$ cat src/rtl/fifo_column_reader_pkg.sv
// Shared types and defaults for the line-buffer column reader.
// Optional statistics counters are enabled with FIFO_COLUMN_READER_STATS_EN.
package fifo_column_reader_pkg;

  localparam int unsigned PixelWidth            = 8;
  localparam int unsigned CoordWidth            = 16;
  localparam int unsigned FifoComponentCountDef = 6;

  typedef logic [PixelWidth-1:0] pixel_t;
  typedef logic [CoordWidth-1:0] coord_t;

  typedef enum logic [1:0] {
    StIdle,
    StStream,
    StFlush
  } state_e;

endpackage

$ cat src/rtl/column_skid_buffer.sv
// Two-entry register FIFO that absorbs the line FIFOs' read latency.
// Each entry carries {column, x, y, eof_tag} as one flat word.
module column_skid_buffer #(
  parameter int unsigned Width = 8
) (
  input  logic             clk_i,
  input  logic             rst_ni,
  input  logic             push_i,
  input  logic             pop_i,
  input  logic [Width-1:0] data_i,
  output logic [Width-1:0] head_o,
  output logic [1:0]       occ_o
);

  logic [Width-1:0] e0_q, e0_d;
  logic [Width-1:0] e1_q, e1_d;
  logic [1:0]       occ_q, occ_d;

  always_comb begin
    e0_d  = e0_q;
    e1_d  = e1_q;
    occ_d = occ_q;
    unique case ({push_i, pop_i})
      2'b10: begin
        if (occ_q == 2'd0) e0_d = data_i;
        else               e1_d = data_i;
        occ_d = occ_q + 2'd1;
      end
      2'b01: begin
        e0_d  = e1_q;
        occ_d = occ_q - 2'd1;
      end
      2'b11: begin
        // Simultaneous push and pop keeps occupancy; only the contents shift.
        if (occ_q == 2'd2) begin
          e0_d = e1_q;
          e1_d = data_i;
        end else begin
          e0_d = data_i;
        end
      end
      default: ;
    endcase
  end

  always_ff @(posedge clk_i) begin
    if (!rst_ni) begin
      e0_q  <= '0;
      e1_q  <= '0;
      occ_q <= 2'd0;
    end else begin
      e0_q  <= e0_d;
      e1_q  <= e1_d;
      occ_q <= occ_d;
    end
  end

  assign head_o = e0_q;
  assign occ_o  = occ_q;

endmodule

$ cat src/rtl/fifo_column_reader.sv
// Drains N line FIFOs in lockstep and emits coordinate-tagged pixel columns.
// Define FIFO_COLUMN_READER_STATS_EN to add stall and frame counters.
module fifo_column_reader
  import fifo_column_reader_pkg::*;
#(
  parameter int unsigned DATA_WIDTH           = PixelWidth,
  parameter int unsigned FIFO_COMPONENT_COUNT = FifoComponentCountDef,
  parameter int unsigned FRAME_WIDTH          = 10,
  parameter int unsigned FRAME_HEIGHT         = 10,
  parameter int unsigned COORD_WIDTH          = CoordWidth
) (
  input  logic                                       clk,
  input  logic                                       reset_os,
  input  logic [FIFO_COMPONENT_COUNT-1:0]            i_fifo_empty,
  input  logic [FIFO_COMPONENT_COUNT*DATA_WIDTH-1:0] i_fifo_data,
  output logic [FIFO_COMPONENT_COUNT-1:0]            o_fifo_rden,
  output logic [FIFO_COMPONENT_COUNT*DATA_WIDTH-1:0] o_column,
  output logic [COORD_WIDTH-1:0]                     o_xcoord,
  output logic [COORD_WIDTH-1:0]                     o_ycoord,
  output logic                                       o_valid,
  input  logic                                       i_ready,
  output logic                                       o_frame_end
`ifdef FIFO_COLUMN_READER_STATS_EN
  ,
  output logic [15:0]                                o_stall_count,
  output logic [15:0]                                o_frame_count
`endif
);

  localparam int unsigned ColWidth   = FIFO_COMPONENT_COUNT * DATA_WIDTH;
  localparam int unsigned EntryWidth = ColWidth + 2 * COORD_WIDTH + 1;
  localparam logic [COORD_WIDTH-1:0] XLast = COORD_WIDTH'(FRAME_WIDTH - 1);
  localparam logic [COORD_WIDTH-1:0] YLast = COORD_WIDTH'(FRAME_HEIGHT - FIFO_COMPONENT_COUNT);

  state_e                 state_q, state_d;
  logic                   inflight_q, inflight_d;
  logic [COORD_WIDTH-1:0] rx_q, rx_d;
  logic [COORD_WIDTH-1:0] ry_q, ry_d;

  logic                  all_ready;
  logic                  rden;
  logic                  pop;
  logic                  at_eof;
  logic                  eof_cap;
  logic [1:0]            occ;
  logic [EntryWidth-1:0] push_entry;
  logic [EntryWidth-1:0] head;

  assign all_ready = ~|i_fifo_empty;
  assign at_eof    = (rx_q == XLast) && (ry_q == YLast);
  assign eof_cap   = inflight_q && at_eof;
  assign o_valid   = (occ != 2'd0);
  assign pop       = o_valid && i_ready;

  assign push_entry = {i_fifo_data, rx_q, ry_q, at_eof};

  column_skid_buffer #(
    .Width (EntryWidth)
  ) u_skid (
    .clk_i  (clk),
    .rst_ni (reset_os),
    .push_i (inflight_q),
    .pop_i  (pop),
    .data_i (push_entry),
    .head_o (head),
    .occ_o  (occ)
  );

  assign o_column    = head[EntryWidth-1 -: ColWidth];
  assign o_xcoord    = head[2*COORD_WIDTH -: COORD_WIDTH];
  assign o_ycoord    = head[COORD_WIDTH -: COORD_WIDTH];
  assign o_frame_end = pop && head[0];

  // Read coordinate advances once per captured column.
  always_comb begin
    rx_d       = rx_q;
    ry_d       = ry_q;
    inflight_d = rden;
    if (inflight_q) begin
      if (rx_q == XLast) begin
        rx_d = '0;
        ry_d = (ry_q == YLast) ? '0 : ry_q + COORD_WIDTH'(1);
      end else begin
        rx_d = rx_q + COORD_WIDTH'(1);
      end
    end
  end

  always_ff @(posedge clk) begin
    if (!reset_os) begin
      state_q    <= StIdle;
      inflight_q <= 1'b0;
      rx_q       <= '0;
      ry_q       <= '0;
    end else begin
      state_q    <= state_d;
      inflight_q <= inflight_d;
      rx_q       <= rx_d;
      ry_q       <= ry_d;
    end
  end

  always_comb begin
    state_d = state_q;
    unique case (state_q)
      StIdle:   if (all_ready) state_d = StStream;
      StStream: if (eof_cap) state_d = StFlush;
      StFlush:  if ((occ == 2'd0) && !inflight_q) state_d = StStream;
      default:  state_d = StIdle;
    endcase
  end

  // No reads while the end-of-frame column is landing or draining, so frames never interleave.
  always_comb begin
    rden = 1'b0;
    if (reset_os && all_ready && (state_q != StFlush) && !eof_cap) begin
      rden = ({1'b0, occ} + {2'b00, inflight_q}) < (3'd2 + {2'b00, pop});
    end
    o_fifo_rden = {FIFO_COMPONENT_COUNT{rden}};
  end

`ifdef FIFO_COLUMN_READER_STATS_EN
  logic [15:0] stall_q, stall_d;
  logic [15:0] frame_q, frame_d;

  always_comb begin
    stall_d = stall_q;
    if (o_valid && !i_ready && (stall_q != 16'hFFFF)) stall_d = stall_q + 16'd1;
    frame_d = frame_q + {15'd0, o_frame_end};
  end

  always_ff @(posedge clk) begin
    if (!reset_os) begin
      stall_q <= 16'd0;
      frame_q <= 16'd0;
    end else begin
      stall_q <= stall_d;
      frame_q <= frame_d;
    end
  end

  assign o_stall_count = stall_q;
  assign o_frame_count = frame_q;
`endif

endmodule
$ cat config.mk
export PLATFORM = sky130hd
export DESIGN_NAME = fifo_column_reader
export DESIGN_NICKNAME = d
export VERILOG_FILES = /design/src/rtl/fifo_column_reader_pkg.sv /design/src/rtl/column_skid_buffer.sv /design/src/rtl/fifo_column_reader.sv
export SDC_FILE = /design/constraint.sdc
export NUM_CORES = 1
export LEC_CHECK = 0
export ABC_AREA = 0
export CAP_MARGIN = 20
export CORE_ASPECT_RATIO = 2
export CORE_UTILIZATION = 65
export CTS_BUF_LIST = sky130_fd_sc_hd__clkbuf_8
export DETAILED_ROUTE_END_ITERATION = 12
export DONT_BUFFER_PORTS = 1
export GPL_ROUTABILITY_DRIVEN = 0
export PLACE_DENSITY = 0.81
export RECOVER_POWER = 100
export SYNTH_ARGS = -nofsm -noshare
export SYNTH_HDL_FRONTEND = slang
export SYNTH_SLANG_ARGS = --single-unit
$ cat constraint.sdc
create_clock -name clk -period 3.1 [get_ports clk]
set_input_delay 0.62 -clock clk [delete_from_list [all_inputs] [get_ports clk]]
set_output_delay 0.62 -clock clk [all_outputs]
set_load 0.05 [all_outputs]
# After elaboration in Yosys (flattened, before gate mapping)
# Index checks and enable logic that the tools add are counted.
[classes] addsub=6 magnitude_cmp=1 n_eq_ne=15 n_mux=14 n_reduce_logical=22
[ops] op="$mux 81" n=4
[ops] op="$pmux 81 s3" n=1
[ops] op="$pmux 81 s2" n=1
[ops] op="$add 16x1->16 const B" n=2
[ops] op="$mux 16" n=2
[ops] op="$eq 16x3->1 const B" n=1
[ops] op="$eq 16x4->1 const B" n=1
[ops] op="$ne 2x2->1 const B" n=6
[ops] op="$eq 2x2->1 const B" n=4
[ops] op="$logic_and 1x1->1" n=8
[ops] op="$mux 2" n=3
[ops] op="$pmux 2 s3" n=1
[ops] op="$reduce_and 3->1" n=2
[ops] op="$reduce_bool 2->1" n=3
[ops] op="$reduce_or 6->1" n=1
[ops] op="$eq 2x1->1 const B" n=2
[ops] op="$logic_not 2->1" n=2
[ops] op="$pmux 2 s2" n=1
[ops] op="$reduce_and 2->1" n=2
[ops] op="$add 2x1->3" n=1
[ops] op="$add 2x1->3 const A" n=1
[ops] op="$logic_not 1->1" n=3
[ops] op="$lt 3x3->1" n=1
[ops] op="$reduce_bool 3->1" n=1
[ops] op="4 further kinds" n=4
[totals] reg_bits=199 in_bits=57 out_inout_bits=88 word_cells=65

# Longest topological paths before layout
# Gate-level depths: netlist (run 1).
[logic_depth] word_depth=6 depth_mapped=10 ltp_nobuf=8

# Cells and area by module
# From an unflattened synthesis (run 1), not the netlist that was laid out.
[unflattened] cells_unflattened=1117 area_unflattened_um2=9494.1
[modules_own_cells] module="column_skid_buffer" instances=1 cells_each=889 area_each_um2=7526.0 seq_area_each_um2=3283.1
[modules_own_cells] module="fifo_column_reader" instances=1 cells_each=228 area_each_um2=1968.1 seq_area_each_um2=700.7

# Least setup slack after synthesis (run 1)
# Ideal clock, no wire load.
[synth_path] path_kind="input to output" startpoint="input port i_fifo_empty[3]" endpoint="output port o_fifo_rden[0]" arrival_ns=1.998 required_time_ns=2.480 setup_slack_ns=0.482 path_stages=5 n_path_buf=1 path_cell_list="or4_1 nor3_1 nand4_1 a21oi_1 buf_4"
[synth_between] elab_chain_len=6
[synth_rtl] item="from (decl)" line_no="fifo_column_reader.sv:14" source="input logic [FIFO_COMPONENT_COUNT-1:0] i_fifo_empty,"
[synth_rtl] item="$reduce_or 6->1" line_no="fifo_column_reader.sv:49" source="assign all_ready = ~|i_fifo_empty;"
[synth_rtl] item="$logic_not 1->1" line_no="fifo_column_reader.sv:49"
[synth_rtl] item="$logic_and 1x1->1 (3 in series)" line_no="fifo_column_reader.sv:116" source="if (reset_os && all_ready && (state_q != StFlush) && !eof_cap) begin"
[synth_rtl] item="$mux 1" line_no="fifo_column_reader.sv:116"
[synth_rtl] item="to (decl)" line_no="fifo_column_reader.sv:16" source="output logic [FIFO_COMPONENT_COUNT-1:0] o_fifo_rden,"
# No other way between the ends.

# Worst setup path in the final report (run 1)
[layout_path] startpoint="register rx_q[0]" endpoint="output port o_fifo_rden[5]"
[layout_between] elab_chain_len=6
[layout_rtl] item="from (decl)" line_no="fifo_column_reader.sv:37" source="logic [COORD_WIDTH-1:0] rx_q, rx_d;"
[layout_rtl] item="from (signal assigned)" line_no="fifo_column_reader.sv:98" source="rx_q <= rx_d;"
[layout_rtl] item="$eq 16x4->1" line_no="fifo_column_reader.sv:50" source="assign at_eof = (rx_q == XLast) && (ry_q == YLast);"
[layout_rtl] item="$logic_and 1x1->1" line_no="fifo_column_reader.sv:50"
[layout_rtl] item="$logic_and 1x1->1" line_no="fifo_column_reader.sv:51" source="assign eof_cap = inflight_q && at_eof;"
[layout_rtl] item="$logic_not 1->1" line_no="fifo_column_reader.sv:116"
[layout_rtl] item="$logic_and 1x1->1" line_no="fifo_column_reader.sv:116"
[layout_rtl] item="$mux 1" line_no="fifo_column_reader.sv:116"
# No other way between the ends.

==> results by group, run 1 <==
Run status
  – Status: finished, final reports clean

Clocking
  – CTS tree: done
  – Resize count post-CTS: 0
  – Reg clk slew, reported paths: 0.13 ns
  – # clock sinks: 199
  – Clock buffer count from CTS: 17
  – Clock Path Buffers: 2
  – Clock Root Buffer: clkbuf_8
  – Clock Latency Late Sink: 0.48 ns
  – Postcts setup bufs: 0
  – Post-CTS Hold Fix Bufs: 0
  – H-tree levels: 4

Placement
  – Port Buf Inserts: 0
  – Placed Cells incl. Taps: 1071
  – Hpwl dp: 12.3 mm

Worst setup path
  – Startpoint types: register
  – CP Max Fanout: 6
  – Cell depth of the worst flop-to-flop path: 8
  – Worst path max stage delay: 0.46 ns
  – Reg2reg setup slack: 0.28 ns
  – Critical R2R Capture: u_skid.head_o[15]
  – CP Launch Point: rx_q[0]
  – CP arrival: 2.32 ns
  – Worst setup path class: register to output pin
  – End point of the critical path: o_fifo_rden[5]
  – Worst reg2reg startpoint: u_skid.occ_o[0]
  – Crit. End Element: output pin
  – CP Data Required Time: 2.48 ns
  – CP cell instances: ha_1 > nor4b_1 > nand4_1 > nor2_4 > a21oi_4 > buf_12
  – Crit path max-delay cell type: dfxtp_1

Yosys
  – Syn Nets: 1137
  – Top cell type's share of synthesized area: 45.8%
  – Yosys Warn Count: 0
  – Post-synthesis cell count: 1071
  – Post-synthesis sequential area ratio: 45.8%
  – FF+latch count, synth: 199
  – Top post-synthesis cells by area: dfxtp_1 (46%), nand2_1 (8.2%), a221oi_1 (8.1%)
  – Syn Area/Cell: 8.12 sq um
  – Cell Area, Synth: 8690 sq um
  – Dominant cell type by area after synthesis: dfxtp_1
  – Cell variety after synth: 48

STA
  – Final TNS setup: 0 ns
  – Max Clk Rate: 340 MHz
  – RSZ-0062 raised after global routing: false
  – Max-slew violations: 0
  – # setup viols final: 0
  – Hold Violations, Final: 0
  – Worst Max-Slew Pin Slew: 1.23 ns
  – Final Skew: 0.0203 ns
  – Max_slew headroom: 16.8%
  – Tcrit/Tclk final: 94.8%
  – Final Critical Period: 2.94 ns

Floorplan
  – Die H: 166 microns
  – Core box area: 13000 sq um
  – Die area: 13900 sq um
  – IO Pins: 145
  – Die Width: 83.8 microns
  – FP Rows: 59
  – Initial Utilization: 66.9%

GRT
  – Initial antenna violation count: 0
  – GRT Total Usage: 27.7%
  – Largest net degree at the start of global routing: 83
  – Gr ovfl total: 0
  – Vias in the first global route: 6468
  – First-pass GRT wire length: 31.3 mm

Power
  – Sequential share of power: 59.9%
  – Pleak: 2.73 nW
  – VDD IR max: 0.379 mV
  – Sw Ratio: 26.8%
  – Internal cell power: 3.25 mW
  – Psw: 1.19 mW
  – Clock Power Share: 37.5%
  – Logic pwr share: 2.5%
  – Total Power: 4.44 mW
  – Power per cell area: 515 nW/um^2

Route
  – Drt total wl: 19.7 mm
  – Pre-Repair DR Iteration Count: 5
  – Vias per cell: 6.38
  – WL per Instance: 17.8 microns
  – Final ANT Viol Nets: 0
  – Routed vias: 7040
  – DRC: 0
  – Initial drt markers: 442

Final layout
  – Fin nets: 1004
  – Diodes inserted: 0
  – Fraction of layout instances using a drive strength above 1: 6.73%
  – Final non-filler cell total: 1103
  – Layout Area Growth over Synthesis: -0.792%

Run
  – Max Cap Viol: 0

Min path
  – Hold Crit Class: primary input to register
==> synth_stat cells, drive strengths merged <==
| library cell | count |
|---|---|
| nor2b | 1 |
| dfxtp | 199 |
| a311oi | 1 |
| and4bb | 1 |
| nand2b | 2 |
| nor2 | 109 |
| ha | 9 |
| o31ai | 4 |
| buf | 92 |
| or4b | 1 |
| nand4b | 2 |
| a21boi | 1 |
| nand3b | 1 |
| nor3 | 93 |
| nand3 | 4 |
| and2 | 2 |
| inv | 10 |
| clkbuf | 81 |
| and3 | 1 |
| o21ai | 17 |
| xnor2 | 10 |
| o211a | 1 |
| nand4 | 14 |
| or3 | 5 |
| xor2 | 7 |
| nand2 | 189 |
| or4 | 9 |
| or2 | 2 |
| o311ai | 1 |
| and4 | 2 |
| a211oi | 2 |
| o211ai | 1 |
| nor4 | 6 |
| a32o | 2 |
| o21a | 1 |
| nor3b | 1 |
| a221oi | 80 |
| a21oi | 102 |
| nor4b | 3 |
| o22ai | 2 |
==> metrics by stage <==
step / hold WS (ns) / util [%] / instance area (sq um) / setup slack [ns]
final: 0.261 / 66.4 / 8620 / 0.160
after floorplan: 0.432 / - / 8690 / 0.482
after global routing: 0.236 / 66.4 / 8620 / 0.0205
after global placement: 0.440 / 63.5 / 8250 / 0.457
after detailed placement: 0.445 / 63.5 / 8250 / 0.436
after CTS: 0.236 / 66.7 / 8670 / 0.0163
==> cell families after synthesis <==
| kind of cell | synth area share [%] |
|---|---|
| compound gates | 16.5 |
| xor+xnor | 1.71 |
| fa+ha+maj | 1.30 |
| buf+inv | 11.7 |
| flops | 45.8 |
| simple gates | 23.0 |
==> worst max-delay path, delay by kind of cell, from the launching register on <==
family,cells,cell delay (ns)
compound gates,1,0.10
buf+inv,1,0.20
flops,1,0.46
simple gates,3,0.88
fa+ha+maj,1,0.21
==> state kept, by name, indices dropped and copies added (netlist names) <==
register and count:
state_q 2, u_skid.occ_o 2, ry_q 16, rx_q 16, u_skid.e1_q 81, u_skid.head_o 81
inflight_q 1
==> worst min path at each step <==
stage	start	to	slack, ns	cells past startpoint
2_1_floorplan	u_skid.e1_q[0]	u_skid.e1_q[0]	0.43	2
3_3_place_gp	u_skid.e1_q[0]	u_skid.e1_q[0]	0.44	2
3_5_place_dp	u_skid.e1_q[0]	u_skid.e1_q[0]	0.45	2
4_1_cts	i_fifo_data[23]	u_skid.e1_q[56]	0.24	2
5_1_grt	i_fifo_data[8]	u_skid.e1_q[41]	0.24	2
6_report	i_fifo_data[31]	u_skid.e1_q[64]	0.26	2
==> placed cells by master (no fill, tap or decap), drive strengths merged, types with 2 or more instances in the layout <==
master	count
or3	5
nand2	189
buf	18
or2	2
and2	2
nor2	109
nor4b	3
o21ai	17
a221oi	80
nor4	6
dfxtp	199
ha	9
nand4	14
o31ai	4
a21oi	102
a32o	2
and4	2
clkinv	6
clkbuf	21
xor2	7
o22ai	2
nand2b	2
or4	9
nor3	93
nand4b	2
nand3	4
xnor2	10
a211oi	2
inv	17
==> layout make-up <==
| type | count | area [sq um] |
|---|---|---|
| inverters | 10 | 40.0 |
| well taps | 152 | 190 |
| clock buffers | 18 | 248 |
| multi-input cells | 689 | 3740 |
| repair buffers | 21 | 254 |
| fillers | 1106 | 4370 |
| flip-flops and latches | 199 | 3980 |
| clock inverters | 14 | 171 |
==> routing by layer <==
| layer | track usage [%] | wire, microns | part of all wire, % | up-vias |
|---|---|---|---|---|
| li1 | - | - | - | 3386 |
| met1 | 31.9 | 7480 | 38 | 3332 |
| met2 | 47.8 | 10200 | 52 | 267 |
| met3 | 5.67 | 1240 | 6.3 | 55 |
| met4 | 15.6 | 767 | 3.9 | 0 |
| met5 | 0 | 0 | 0 | - |
==> power by group through the flow <==
stage                     combinational (mW)  clock (mW)  sequential, mW
after global routing                   0.126        1.81            2.66
after detailed placement               0.115           0            2.72
after CTS                              0.115        1.70            2.66
final                                  0.112        1.67            2.66
after global placement                 0.113           0            2.72
after floorplan                        0.188           0            2.64
Note: power is estimated with default switching activity, not from simulation.
==> run 2, diff against run 1 <==
- CORE_MARGIN: not set -> 3
==> results by group, run 2 (synthesis gave the netlist of run 1 again) <==
Run status
  – Status: finished, final reports clean

Placement
  – Dpl cell area: 8180 sq um
  – Hpwl dp: 12.1 mm
  – Port Buf Inserts: 0
  – Pre-CTS setup slack: 0.371 ns

Route
  – Initial drt markers: 473
  – Pre-Repair DR Iteration Count: 5
  – DRC: 0
  – Routed vias: 7069
  – Drt total wl: 19.8 mm
  – Vias per cell: 6.44
  – WL per Instance: 18.1 microns
  – Final ANT Viol Nets: 0

STA
  – Final Critical Period: 2.91 ns
  – Final Skew: 0.0197 ns
  – Max_slew headroom: 15.9%
  – Worst Max-Slew Pin Slew: 1.24 ns
  – Post-route setup slack: 0.194 ns
  – Final TNS setup: 0 ns
  – # setup viols final: 0
  – Tcrit/Tclk final: 93.8%
  – RSZ-0062 raised after global routing: false
  – Max-slew violations: 0
  – Hold Violations, Final: 0
  – Max Clk Rate: 344 MHz
  – Min Hold Slack: 0.283 ns

Power
  – Pleak: 2.73 nW
  – Power per cell area: 524 nW/um^2
  – VDD IR max: 0.350 mV

Worst setup path
  – Critical R2R Capture: u_skid.head_o[22]
  – Reg2reg setup slack: 0.33 ns
  – Worst reg2reg startpoint: u_skid.occ_o[0]
  – Crit path max-delay cell type: dfxtp_1
  – Worst setup path class: register to output pin
  – CP cell instances: ha_1 > nor4b_1 > nand4_1 > nor2_2 > a21oi_4 > buf_4
  – Cell depth of the worst flop-to-flop path: 8
  – Startpoint types: register
  – Crit. End Element: output pin
  – CP arrival: 2.29 ns
  – CP Max Fanout: 6
  – Top cell family by delay on the critical path: simple AND/OR/NAND/NOR gates
  – CP Data Required Time: 2.48 ns
  – Worst path bufs/invs: 1
  – Worst path max stage delay: 0.46 ns

Floorplan
  – Die Width: 87.8 microns
  – Die area: 14900 sq um
  – Core box area: 13100 sq um
  – FP Rows: 59
  – Die H: 170 microns
  – IO Pins: 145
  – Initial Utilization: 66.5%

Clocking
  – Reg clk slew, reported paths: 0.11 ns
  – H-tree levels: 4
  – Clock Path Buffers: 2
  – # clock sinks: 199
  – Postcts setup bufs: 0
  – Clock Root Buffer: clkbuf_8
  – Clock buffer count from CTS: 17
  – CTS tree: done
  – Clock Latency Late Sink: 0.45 ns
  – Post-CTS Hold Fix Bufs: 0

Final layout
  – Diodes inserted: 0
  – Layout Area Growth over Synthesis: -1.35%
  – Most frequent cells in the layout: dfxtp_1 (199), nand2_1 (188), nor2_1 (108)
  – Design area: 8580 sq um
  – Commonest non-fill, non-tap cell in the layout: dfxtp_1
  – Fraction of layout instances using a drive strength above 1: 6.45%
  – Fin nets: 999
  – Fin util: 65.6%

Min path
  – Cells on Worst Hold Path: 2
  – Hold Crit Class: primary input to register
  – Worst hold path startpoint: i_fifo_data[2]
  – Hold EP: u_skid.e1_q[35]

GRT
  – Largest net degree at the start of global routing: 178
  – Vias in the first global route: 6779
  – Gr ovfl total: 0
  – Initial antenna violation count: 0
  – GRT Total Usage: 26.8%
  – First-pass GRT wire length: 32.4 mm

Run
  – Max Cap Viol: 0
run 2: power breakdown:
part           internal, mW  switching, mW  leakage (nW)
logic                0.0306         0.0798         0.921
clock network         0.752          0.968         0.209
registers              2.58         0.0842          1.60
run 2: worst max-delay path by stage:
stage | startpoint | end | slack [ns] | depth (start not counted)
after floorplan | i_fifo_empty[3] | o_fifo_rden[0] | 0.48 | 5
after global placement | i_fifo_empty[3] | o_fifo_rden[5] | 0.38 | 5
after detailed placement | i_fifo_empty[3] | o_fifo_rden[3] | 0.37 | 5
after CTS | rx_q[0] | o_fifo_rden[3] | 0.08 | 6
after global routing | u_skid.occ_o[0] | o_fifo_rden[3] | 0.05 | 5
final | rx_q[0] | o_fifo_rden[3] | 0.19 | 6
run 2: worst reg2reg max path: stages (launching register included):
cell and delay (ns):
dfxtp_1 0.43, o21ai_0 0.56, inv_1 0.25, ha_1 0.33, nand3b_1 0.15, a21boi_4 0.21
buf_12 0.33, a221oi_1 0.28, nor3_1 0.16
run 2: area by class of cell:
| class | count | area (sq um) |
|---|---|---|
| clock inverter | 15 | 189 |
| fill | 1128 | 4490 |
| clock buffer | 17 | 234 |
| sequential | 199 | 3980 |
| tap | 152 | 190 |
| multi-input combinational | 689 | 3750 |
| timing repair buffer | 16 | 189 |
| inverter | 10 | 40.0 |
run 2: routing by layer:
layer	wire, microns	global-route usage (%)	vias to the layer above
li1	-	-	3372
met1	7350	31.3	3364
met2	10500	44.9	272
met3	1260	5.69	61
met4	756	14.1	0
met5	0	0	-
run 2: timing repair:
| item | CTS | global route |
|---|---|---|
| resized for setup | 0 | 1 |
| setup endpoints to repair | 0 | 6 |
| hold endpoints to repair | 0 | 0 |
run 2: per-stage QoR:
step	total power, mW	instances
6_report	4.49	1098
5_1_grt	4.65	1098
4_1_cts	4.53	1098
3_5_place_dp	2.83	1066
3_3_place_gp	2.83	1066
2_1_floorplan	2.83	1071
